### src/rtl/ahb_uart_tx.sv
// AHB-Lite slave wrapping a transmit-only UART.
// A small TX FIFO sits between the bus and the shift FSM. A programmable
// baud divisor sets the number of clocks per bit.
module ahb_uart_tx #(
   parameter int          FIFO_DEPTH = 4,
   parameter logic [15:0] BAUD_RESET = 16'd16
) (
   input  logic        i_clk,
   input  logic        i_reset,
   input  logic        HSEL,
   input  logic [31:0] HADDR,
   input  logic [1:0]  HTRANS,
   input  logic        HWRITE,
   input  logic [2:0]  HSIZE,
   input  logic [31:0] HWDATA,
   input  logic        HREADY,
   output logic        HREADYOUT,
   output logic        HRESP,
   output logic [31:0] HRDATA,
   output logic        o_tx,
   output logic        o_busy
);

   localparam int PW = (FIFO_DEPTH > 1) ? $clog2(FIFO_DEPTH) : 1;
   localparam int CW = PW + 1;
   localparam logic [CW-1:0] DEPTH_C = CW'(FIFO_DEPTH);
   localparam logic [CW-1:0] CNT_ONE = CW'(1);
   localparam logic [PW-1:0] PTR_ONE = PW'(1);

   typedef enum logic [1:0] {IDLE, START, DATA, STOP} state_t;

   state_t      state;
   logic [15:0] bit_cnt;
   logic [2:0]  bit_idx;
   logic [7:0]  shreg;
   logic        tx_reg;

   logic [7:0]    mem [FIFO_DEPTH];
   logic [PW-1:0] wr_ptr;
   logic [PW-1:0] rd_ptr;
   logic [CW-1:0] count;
   logic          overflow;
   logic [15:0]   baud_div;

   logic       dp_write;
   logic [1:0] dp_addr;

   logic        accept;
   logic        wr_data;
   logic        wr_status;
   logic        wr_baud;
   logic        fifo_full;
   logic        fifo_empty;
   logic        pop;
   logic        push_ok;
   logic        overflow_set;
   logic [7:0]  head;
   logic [15:0] eff_baud;
   logic [15:0] reload;
   logic        unused_bits;

   assign HREADYOUT = 1'b1;
   assign HRESP     = 1'b0;

   assign accept     = HSEL & HREADY & HTRANS[1];
   assign wr_data    = dp_write & (dp_addr == 2'd0);
   assign wr_status  = dp_write & (dp_addr == 2'd1);
   assign wr_baud    = dp_write & (dp_addr == 2'd2);
   assign fifo_full  = (count == DEPTH_C);
   assign fifo_empty = (count == '0);
   assign head       = mem[rd_ptr];

   // A divisor of zero behaves as one clock per bit.
   assign eff_baud = (baud_div == 16'd0) ? 16'd1 : baud_div;
   assign reload   = eff_baud - 16'd1;

   // The FSM takes a byte when idle, or at the end of STOP for back-to-back frames.
   assign pop = ~fifo_empty &
                ((state == IDLE) | ((state == STOP) & (bit_cnt == 16'd0)));
   // A full FIFO still takes a byte when a slot is freed in the same cycle.
   assign push_ok      = wr_data & (~fifo_full | pop);
   assign overflow_set = wr_data & fifo_full & ~pop;

   assign o_tx   = tx_reg;
   assign o_busy = (state != IDLE) | ~fifo_empty;

   assign unused_bits = ^{HSIZE, HADDR[31:4], HADDR[1:0], HWDATA[31:16]};

   // Register the address-phase controls for use in the following data phase.
   always_ff @(posedge i_clk or posedge i_reset) begin
      if (i_reset) begin
         dp_write <= 1'b0;
         dp_addr  <= 2'd0;
      end else if (HREADY) begin
         dp_write <= accept & HWRITE;
         if (accept) dp_addr <= HADDR[3:2];
      end
   end

   // Read mux follows the registered data-phase address.
   always_comb begin
      HRDATA = 32'd0;
      case (dp_addr)
         2'd1:    HRDATA[3:0]  = {overflow, fifo_empty, fifo_full, o_busy};
         2'd2:    HRDATA[15:0] = baud_div;
         default: HRDATA = 32'd0;
      endcase
   end

   // FIFO storage is left unreset; pointers and count define what is valid.
   always_ff @(posedge i_clk) begin
      if (push_ok) mem[wr_ptr] <= HWDATA[7:0];
   end

   // FIFO pointers, occupancy, sticky overflow and the baud divisor register.
   always_ff @(posedge i_clk or posedge i_reset) begin
      if (i_reset) begin
         wr_ptr   <= '0;
         rd_ptr   <= '0;
         count    <= '0;
         overflow <= 1'b0;
         baud_div <= BAUD_RESET;
      end else begin
         if (push_ok) wr_ptr <= wr_ptr + PTR_ONE;
         if (pop)     rd_ptr <= rd_ptr + PTR_ONE;
         case ({push_ok, pop})
            2'b10:   count <= count + CNT_ONE;
            2'b01:   count <= count - CNT_ONE;
            default: count <= count;
         endcase
         if (overflow_set)
            overflow <= 1'b1;
         else if (wr_status & HWDATA[3])
            overflow <= 1'b0;
         if (wr_baud) baud_div <= HWDATA[15:0];
      end
   end

   // Transmit FSM: start bit, eight data bits LSB first, stop bit, each eff_baud clocks.
   always_ff @(posedge i_clk or posedge i_reset) begin
      if (i_reset) begin
         state   <= IDLE;
         bit_cnt <= 16'd0;
         bit_idx <= 3'd0;
         shreg   <= 8'd0;
         tx_reg  <= 1'b1;
      end else begin
         case (state)
            IDLE: begin
               tx_reg <= 1'b1;
               if (!fifo_empty) begin
                  shreg   <= head;
                  bit_cnt <= reload;
                  tx_reg  <= 1'b0;
                  state   <= START;
               end
            end
            START: begin
               if (bit_cnt == 16'd0) begin
                  state   <= DATA;
                  bit_cnt <= reload;
                  bit_idx <= 3'd0;
                  tx_reg  <= shreg[0];
                  shreg   <= {1'b0, shreg[7:1]};
               end else begin
                  bit_cnt <= bit_cnt - 16'd1;
               end
            end
            DATA: begin
               if (bit_cnt == 16'd0) begin
                  bit_cnt <= reload;
                  if (bit_idx == 3'd7) begin
                     state  <= STOP;
                     tx_reg <= 1'b1;
                  end else begin
                     tx_reg  <= shreg[0];
                     shreg   <= {1'b0, shreg[7:1]};
                     bit_idx <= bit_idx + 3'd1;
                  end
               end else begin
                  bit_cnt <= bit_cnt - 16'd1;
               end
            end
            STOP: begin
               if (bit_cnt == 16'd0) begin
                  if (!fifo_empty) begin
                     shreg   <= head;
                     bit_cnt <= reload;
                     tx_reg  <= 1'b0;
                     state   <= START;
                  end else begin
                     state <= IDLE;
                  end
               end else begin
                  bit_cnt <= bit_cnt - 16'd1;
               end
            end
            default: begin
               state  <= IDLE;
               tx_reg <= 1'b1;
            end
         endcase
      end
   end

endmodule

### config.mk
export PLATFORM = sky130hd
export DESIGN_NAME = ahb_uart_tx
export DESIGN_NICKNAME = d
export VERILOG_FILES = /design/src/rtl/ahb_uart_tx.sv
export SDC_FILE = /design/constraint.sdc
export NUM_CORES = 1
export LEC_CHECK = 0
export CORE_ASPECT_RATIO = 2
export CORE_MARGIN = 5
export CORE_UTILIZATION = 50
export DETAILED_ROUTE_END_ITERATION = 10
export HOLD_SLACK_MARGIN = 0.03
export PLACE_DENSITY = 0.8
export SLEW_MARGIN = 20
export SYNTH_ARGS = -nofsm -noshare
export SYNTH_HDL_FRONTEND = slang
export SYNTH_SLANG_ARGS = --single-unit
### constraint.sdc
create_clock -name i_clk -period 6 [get_ports i_clk]
set_input_delay 1.5 -clock i_clk [delete_from_list [all_inputs] [get_ports i_clk]]
set_output_delay 1.5 -clock i_clk [all_outputs]
set_load 0.05 [all_outputs]
==> metrics.md <==
| Metric | Value |
|---|---|
| Status | completed |
| Area taken by multi-input logic gates | 2720 um^2 |
| Worst Setup SP | count[2] |
| Setup bufs post-CTS | 0 |
| Critical path arrival | 2.48 ns |
| Diode count | 0 |
| VDD IR max | 0.281 mV |
| Worst Tran Pin Value | 0.804 ns |
| Antenna-violating nets left | 0 |
| # IOs | 110 |
| CTS Hold Bufs | 0 |
| Kind of critical path | reg2out |
| Slew headroom | 0.464 |
| Reg clk slew, reported paths | 0.07 ns |
| CP Max Fanout | 19 |
| Global-route wire length before repair | 20800 um |
| Synth cell types | 65 |
| Port-buffer cells | 41 |
| Die Y | 156 um |
| Finish-stage setup viols | 0 |
| Max clock buf depth | 2 |
| Drt drc | 0 |
| Final hold viol count | 0 |
| Setup crit start kind | flip-flop |
| DR WL met3 | 597 um |
| Layout cells sized above 1 | 0.129 |
| Cell Rows | 53 |
| CP Capture Type | output pin |
| H-Tree Depth | 3 |
| Flop-to-flop setup slack | 2.74 ns |
| Gpl congestion | 0.929 |
| Pwr Density | 541 nW/um^2 |
| WL/cell | 18.9 um |
| TritonCTS buffer count | 9 |
| CP Data Required Time | 4.50 ns |
| Final Cycle Share | 0.664 |
| Storage cell area | 2390 um^2 |
| Cell Area, Synth | 5360 um^2 |
| First drt pass iteration count | 7 |
| HPWL after detailed placement | 9460 um |
| #FFs+latches synth | 89 |
| Largest net degree at the start of global routing | 58 |
| Fin crit period | 3.98 ns |
| Placed Area | 5780 um^2 |
| Die area | 13000 um^2 |
| Met1 WL | 4570 um |
| Design area | 6090 um^2 |
| YS warnings | 0 |
| Top layer in use | met4 |
| Starting Density | 0.508 |
| Final wirelength | 12700 um |
| F_max | 251 MHz |
| Register area share after synthesis | 0.446 |
| Reg-to-reg critical path startpoint | bit_cnt[2] |
| Most common flop cell mapped by yosys | dfrtp_1 |
| Core ar. | 10500 um^2 |
| Post_cts resized | 0 |
| Final TNS setup | 0 ns |
| Initial antenna violation count | 0 |
| Final Max Slew Viols | 0 |
| Global route total overflow | 0 |
| Post-Synthesis Cells | 501 |
| Routed vias | 4187 |
| Clock root buffer | clkbuf_16 |
| Nets | 621 |
| Hold crit path type | reg2reg |
| Vias in the first global route | 4199 |
| CTS sink count | 89 |
| Max-cap viol count | 0 |
| Hold_ws | 0.510 ns |
| Area Overhead vs Synth | 13.6% |
| Clock skew | 0.00733 ns |
| Leak | 2.36 nW |
| FILL cells | 844 |
| Hold path start | overflow |
| GRT Overall Usage | 0.199 |
| Worst skew pair latency | 0.35 ns |
| Synthesized area per cell | 10.7 um^2 |
| DR WL met2 | 6860 um |
| Ys async rst share | 0.640 |
| Via-per-instance ratio | 6.24 |
| Die Wd | 83.2 um |
| RSZ-0062 raised after global routing | false |
| TritonCTS clock tree | built |
| First DRT Iteration DRCs | 373 |
| Number of synthesized flops with an enable pin | 32 |
flip-flops by register name, summed over array words and instances, names as in the netlist:
name      cells
dp_addr       2
count         3
bit_cnt      16
bit_idx       3
shreg         8
rd_ptr        2
baud_div     16
o_tx          1
overflow      1
mem          32
wr_ptr        2
dp_write      1
state         2
stage by stage:
stage | power, W | setup WS (ns) | std cells | util
after floorplan | 0.00232 | 2.31 | 517 | -
after global placement | 0.00263 | 2.44 | 655 | 0.549
after detailed placement | 0.00270 | 2.44 | 655 | 0.549
after global routing | 0.00350 | 1.85 | 671 | 0.578
after CTS | 0.00327 | 2.03 | 671 | 0.578
final | 0.00330 | 2.02 | 671 | 0.578
worst max-delay path, stage by stage, from the launching register on:
cell             delay, ns
dfrtp_1               0.51
nor3_2                0.26
buf_4                 0.28
a22oi_1               0.12
nor2b_1               0.14
clkdlybuf4s50_1       0.81
cell usage in the layout, fill, tap and decap left out, types with 19 or more instances in the layout:
cell type        synthesis  final
nand2_1                 22     22
mux2_2                  22     22
dfrtp_1                 55     55
clkdlybuf4s50_1          0     41
a31oi_1                 20     20
and2_1                  21     21
nor3_1                  20     19
edfxtp_1                32     32
a21oi_1                 20     20
nor2_1                  23     23
cells by family after synthesis:
group / share of synthesized area
simple gates: 0.155
compound gates: 0.166
flops: 0.446
buf+inv: 0.0584
mux: 0.104
fa+ha+maj: 0.0434
xor+xnor: 0.0261
other cells: 0.00140
final timing paths:
check | end | cells after the start
min in group asynchronous | bit_idx[2] | 3
setup / recovery | HRDATA[2] | 5
hold reg to reg | overflow | 2
setup reg to reg | count[1] | 10
hold / removal | overflow | 2
max in group asynchronous | bit_cnt[13] | 3
power by group:
| group | internal (W) | switching (W) | total [W] |
|---|---|---|---|
| registers | 0.000813 | 0.000257 | 0.00107 |
| clock network | 0.000297 | 0.000270 | 0.000567 |
| logic | 0.000689 | 0.000971 | 0.00166 |
final cells by class:
cell class,instances,area share
flip-flops and latches,89,0.392
multi-input cells,367,0.447
inverters,18,0.0111
clock buffers,9,0.0370
repair buffers,44,0.0711
well taps,137,0.0281
clock inverters,7,0.0134
cells in the mapped netlist, drive strengths merged (3+ instances only):
cell,instances,area [um^2]
nand2,22,82.6
a221oi,3,26.3
o221ai,4,41.3
nor4,8,56.3
a22o,8,70.1
nand3,10,50.1
o22ai,5,31.3
a32oi,3,26.3
ha,17,213
a211oi,5,42.5
xor2,6,52.6
nor3,20,100
a21oi,21,109
inv,18,67.6
or4,9,75.1
mux4,8,180
a22oi,6,45.0
and2,21,131
or2,3,18.8
mux2i,13,130
or3,6,37.5
nor2,23,86.3
a211o,6,53.8
nand4,7,50.1
mux2,22,248
dfrtp,55,1380
nor4b,3,32.5
o211ai,7,52.6
o21a,3,22.5
clkbuf,17,63.8
buf,26,181
o21ai,15,78.8
edfxtp,32,961
a31oi,21,146
and3,3,18.8
nor2b,5,31.3
xnor2,10,87.6
nand2b,4,25.0
o31ai,5,37.5
per-layer routing:
| layer | up-vias | track usage |
|---|---|---|
| li1 | 1921 | - |
| met1 | 2048 | 0.204 |
| met2 | 163 | 0.373 |
| met3 | 55 | 0.0327 |
| met4 | 0 | 0.122 |
| met5 | - | 0 |
(Power assumes the default switching activity.)
==> RTL edit 1, RTL diff (config.mk and constraints unchanged) <==
Set the parameter `FIFO_DEPTH` to 8 (it was 4).
--- a/src/rtl/ahb_uart_tx.sv
+++ b/src/rtl/ahb_uart_tx.sv
@@ -2,7 +2,7 @@
 // A small TX FIFO sits between the bus and the shift FSM. A programmable
 // baud divisor sets the number of clocks per bit.
 module ahb_uart_tx #(
-   parameter int          FIFO_DEPTH = 4,
+   parameter int          FIFO_DEPTH = 8,
    parameter logic [15:0] BAUD_RESET = 16'd16
 ) (
    input  logic        i_clk,
Function: changed (Yosys sat finds a counterexample within 10 cycles, from zero or initial values and one cycle with i_reset high).
==> RTL edit 1 against the original RTL <==
  * Fmax is 1.5% lower
  * Final area is 27% higher
  * Register-to-register slack worse by 0.51 ns
  * Total power is 27% higher
  * Worst setup slack worse by 0.062 ns
  * Sequential cell count is 35 higher
  * Synthesized area is 25% higher
  * Routed wire length is 22% higher
==> RTL edit 1: results (changes against the original RTL) <==
* Total Routing Usage GR at 19.76% (-0.17 points)
* R2R Path End: count[3]
* Crit path max-delay family: buffers and inverters
* Main synth FF type: edfxtp_1
* Pre-CTS setup slack at 2.251 ns (-0.1848 ns)
* Sequential-to-total area share from yosys stat at 51.04% (+6.5 points)
* Worst Skew at 0.009574 ns (+0.002248 ns)
* Clock latency on the worst-skew pair at 0.42 ns (+0.07 ns)
* Total CTS buffers at 17 (+8)
* Nets at 701 (+13%)
* Number of synthesized flops with an enable pin at 64 (+100%)
* Layout cell share with drive strength beyond 1 at 14.79% (+1.9 points)
* Routed WL at 15.50 mm (+22%)
* Routing usage on met2 at 32.39% (-4.9 points)
* Hold_ws at 0.5101 ns (+0.0004500 ns)
* R2R setup slack at 2.23 ns (-0.51 ns)
* Hpwl dp at 10.25 mm (+8.3%)
* Drt first pass iters at 6 (-1)
* Metal-1 WL at 6.369 mm (+39%)
* Maximum VDD drop at 0.3068 mV (+9.1%)
* Max stage delay on crit path at 0.84 ns (+0.03 ns)
* Largest regs: mem: 64 flops, baud_div: 16 flops, bit_cnt: 16 flops
* Worst-path maximum fanout at 17 (-2)
* Met1 usage at 26.65% (+6.3 points)
* Synth cell types at 68 (+4.6%)
* Tcrit/Tclk final at 67.39% (+1.0 points)
* Inst Count DP at 745 (+14%)
* Slew @ Worst Pin at 0.9250 ns (+0.1212 ns)
* Post-synth top cells: 64 x edfxtp_1, 58 x dfrtp_1, 37 x nor2_1
* Routed len/inst at 19.95 µm (+5.5%)
* Worst R2R Path Depth at 12 (+2)
* Synth area leaders: edfxtp_1 29%, dfrtp_1 22%, mux4_2 5.4%, mux2_2 4.5%, ha_1 3.2%
* Crit path from: dp_addr[0]
* Grt met3 use at 3.606% (+0.34 points)
* Outcome: complete, no violations
* Syn Area/Cell at 11.65 µm² (+8.9%)
* Pin count of the biggest net entering global routing at 61 (+5.2%)
* Routed wl met2 at 7.949 mm (+16%)
[RTL edit 1: where the power goes]
part	switching, mW	total (mW)	internal [mW]
clock network	0.421	1.05	0.625
logic	0.970	1.73	0.765
registers	0.327	1.42	1.09
[RTL edit 1: logic make-up after synthesis]
kind of cell | count (synthesis) | synth area share, %
and+or+nand+nor | 171 | 13.44
DFF | 124 | 51.04
AOI/OAI and AO/OA | 110 | 11.26
buffers and inverters | 69 | 5.127
muxes | 65 | 13.33
adders and majority gates | 18 | 3.468
xor gates and xnor gates | 17 | 2.218
other | 2 | 0.1119
[RTL edit 1: cell type report]
type	instances	area (µm²)
fillers	1057	5535
flip-flops and latches	124	3427
multi-input cells	399	3008
repair buffers	46	447.9
clock buffers	17	425.4
well taps	155	193.9
clock inverters	15	171.4
inverters	21	78.83
[RTL edit 1: tightest hold or removal path, stage by stage, from the launching register on]
cell	delay [ns]
dfrtp_1	0.36
nand2_1	0.05
o21ai_0	0.06
==> RTL edit 2, RTL diff (same settings) <==
Made on the original files. The 4 states of `state_t` get a Gray code encoding in 2 bits.
--- a/src/rtl/ahb_uart_tx.sv
+++ b/src/rtl/ahb_uart_tx.sv
@@ -27,7 +27,7 @@
    localparam logic [CW-1:0] CNT_ONE = CW'(1);
    localparam logic [PW-1:0] PTR_ONE = PW'(1);
 
-   typedef enum logic [1:0] {IDLE, START, DATA, STOP} state_t;
+   typedef enum logic [1:0] {IDLE = 2'b00, START = 2'b01, DATA = 2'b11, STOP = 2'b10} state_t;
 
    state_t      state;
    logic [15:0] bit_cnt;
Check against the original RTL: same outputs for any inputs over 10 cycles, from zero or initial values and one cycle with i_reset high; not proved beyond that.
==> RTL edit 2 against the original RTL <==
  * Utilization about the same
  * Synthesized area shrank 4.1%
  * Critical path depth is 1 higher
  * Sequential cell count unchanged
  * Final area shrank 4.4%
  * Combinational power is 43% lower
  * Routed wire length fell by 6.6%
  * Worst setup slack got worse by 0.068 ns
  * Total power down 22%
  * Die area decreased by 3.7%
==> RTL edit 2: results (changes against the original RTL) <==
* Post-synth ARST share at 64.04% (unchanged)
* Worst Skew at 0.006193 ns (-0.001133 ns)
* Max stage delay on crit path at 0.70 ns (-0.11 ns)
* Crit path DAT at 2.55 ns (+0.07 ns)
* Pre-CTS setup slack at 2.368 ns (-0.06756 ns)
* Clock latency on the worst-skew pair at 0.34 ns
* Min-Delay Path Class: register to register
* Synth warnings at 0 (unchanged)
* Post-synth top cells: 55 x dfrtp_1, 34 x mux2_2, 32 x edfxtp_1
* Antenna diodes at 0 (unchanged)
* FILL cells at 798 (-5.5%)
* Hold path depth at 1 (-1)
* Drt first pass iters at 6 (-1)
* Crit path max-delay family: buffers and inverters
* Total Routing Usage GR at 20.58% (+0.65 points)
* Worst-path maximum fanout at 37 (+18)
* Hpwl dp at 8.646 mm (-8.6%)
* Total number of vias at 3,839 (-8.3%)
* CP max-delay cell: clkdlybuf4s50_1
* Input/output buffers at 41 (unchanged)
* Layout Cells excl Fill at 630 (-6.1%)
* Outcome: complete, no violations
* Main synth FF type: dfrtp_1
* Slew @ Worst Pin at 1.082 ns (+0.2777 ns)
* Number of synthesized flops with an enable pin at 32 (unchanged)
* Layout cell share with drive strength beyond 1 at 16.57% (+3.6 points)
* Total CTS buffers at 9 (unchanged)
* Synth area leaders: dfrtp_1 27%, edfxtp_1 19%, mux2_2 7.4%, mux4_2 3.5%, ha_1 2.9%
* Worst R2R Path Depth at 11 (+1)
* Largest regs: mem: 32 flops, baud_div: 16 flops, bit_cnt: 16 flops
* CTS clk-pin slew, worst paths at 0.07 ns (about the same)
* Vias in the first global route at 3,978 (-5.3%)
* DRC Markers at 0 (unchanged)
* Leak pwr at 2.208 nW (-6.4%)
* Inst Count DP at 614 (-6.3%)
* Routability congestion estimate at 0.9414 (+1.3%)
* Nets at 577 (-7.1%)
* Synth cell types at 76 (+17%)
* Maximum VDD drop at 0.3750 mV (+33%)
* Routed len/inst at 18.82 µm (-0.50%)
* First-pass GRT wire length at 20.03 mm (-3.7%)
* Detailed Route Iter0 Violations at 312 (-16%)
* Clock H-tree levels at 3 (unchanged)
* Post-CTS setup buffers at 0 (unchanged)
* Max clock buf depth at 2 (unchanged)
* Initial antenna violation count at 0 (unchanged)
* P_sw at 1.040 mW (-31%)
* Sequential-to-total area share from yosys stat at 46.48% (+1.9 points)
* Mapped Cells at 463 (-7.6%)
* Post-CTS Resized at 0 (unchanged)
* Pin count of the biggest net entering global routing at 58 (unchanged)
* Root buffer cell: clkbuf_16
==> RTL edit 2: cell types whose count changed in the layout (fill, tap and decap cells not counted), moves of 5 or more <==
cell     unedited run  this run
a31oi_1            20         1
nor3_1             19         7
o21ai_0            14        22
mux2i_1            13         5
ha_1               17        12
a22o_1              8         1
mux2_2             22        34
==> RTL edit 2: final cells by class <==
type | count | area [µm²] | area share (%)
Tap cell | 135 | 168.9 | 2.901
Inverter | 20 | 75.07 | 1.289
Sequential cell | 89 | 2390 | 41.04
Clock inverter | 7 | 81.33 | 1.397
Timing Repair Buffer | 45 | 440.4 | 7.563
Clock buffer | 9 | 225.2 | 3.868
Multi-Input combinational cell | 325 | 2442 | 41.94
==> RTL edit 2: worst paths after layout <==
path | startpoint | endpoint | slack [ns]
hold reg to reg | shreg[5] | shreg[5] | 0.51
max in group asynchronous | i_reset | baud_div[9] | 3.81
setup / recovery | state[0] | HRDATA[0] | 1.95
hold / removal | shreg[5] | shreg[5] | 0.51
setup reg to reg | bit_cnt[0] | count[2] | 2.22
min in group asynchronous | i_reset | shreg[2] | 1.67
==> RTL edit 2: layer usage <==
layer	track usage [%]	vias up	wire (µm)
met4	9.826	0	464
met1	23.04	1861	4205
met2	36.69	189	6550
li1	-	1750	-
met3	3.239	39	637
met5	0	-	0
==> RTL edit 2: worst register-to-register path: stages, from the launching register on <==
cell and delay (ns):
dfrtp_1 0.42, inv_1 0.11, ha_1 0.20, nor4b_1 0.59, a41oi_1 0.47, nor3_1 0.65, nand2_1 0.14, fa_1 0.44
nor2_1 0.16, o21ai_0 0.15, a32oi_1 0.25, o21ai_1 0.09
==> RTL edit 2: kinds of logic (layout without fill, tap and decap cells) <==
family          count (synthesis)  count (layout)  share of synthesized area [%]
compound gates                101             101                          13.73
other cells                     2              18                         0.1461
fa+ha+maj                      13              13                          3.310
buf+inv                        65              81                          7.179
flops                          89              89                          46.48
xor+xnor                       18              18                          3.066
simple gates                  128             128                          14.16
mux                            47              47                          11.93
==> RTL edit 2: power by group through the flow <==
stage | Combinational, mW | Sequential, mW | Clock, mW
after floorplan | 0.807 | 0.959 | 0
after global placement | 0.905 | 1.06 | 0
after detailed placement | 0.928 | 1.07 | 0
after CTS | 0.940 | 1.06 | 0.571
after global routing | 1.03 | 1.10 | 0.596
final | 0.946 | 1.06 | 0.564
==> RTL edit 2: metrics by stage <==
stage          power, mW  area, µm²
2_1_floorplan      1.766       5201
3_3_place_gp       1.962       5517
3_5_place_dp       1.998       5517
4_1_cts            2.571       5823
5_1_grt            2.731       5823
6_report           2.574       5823
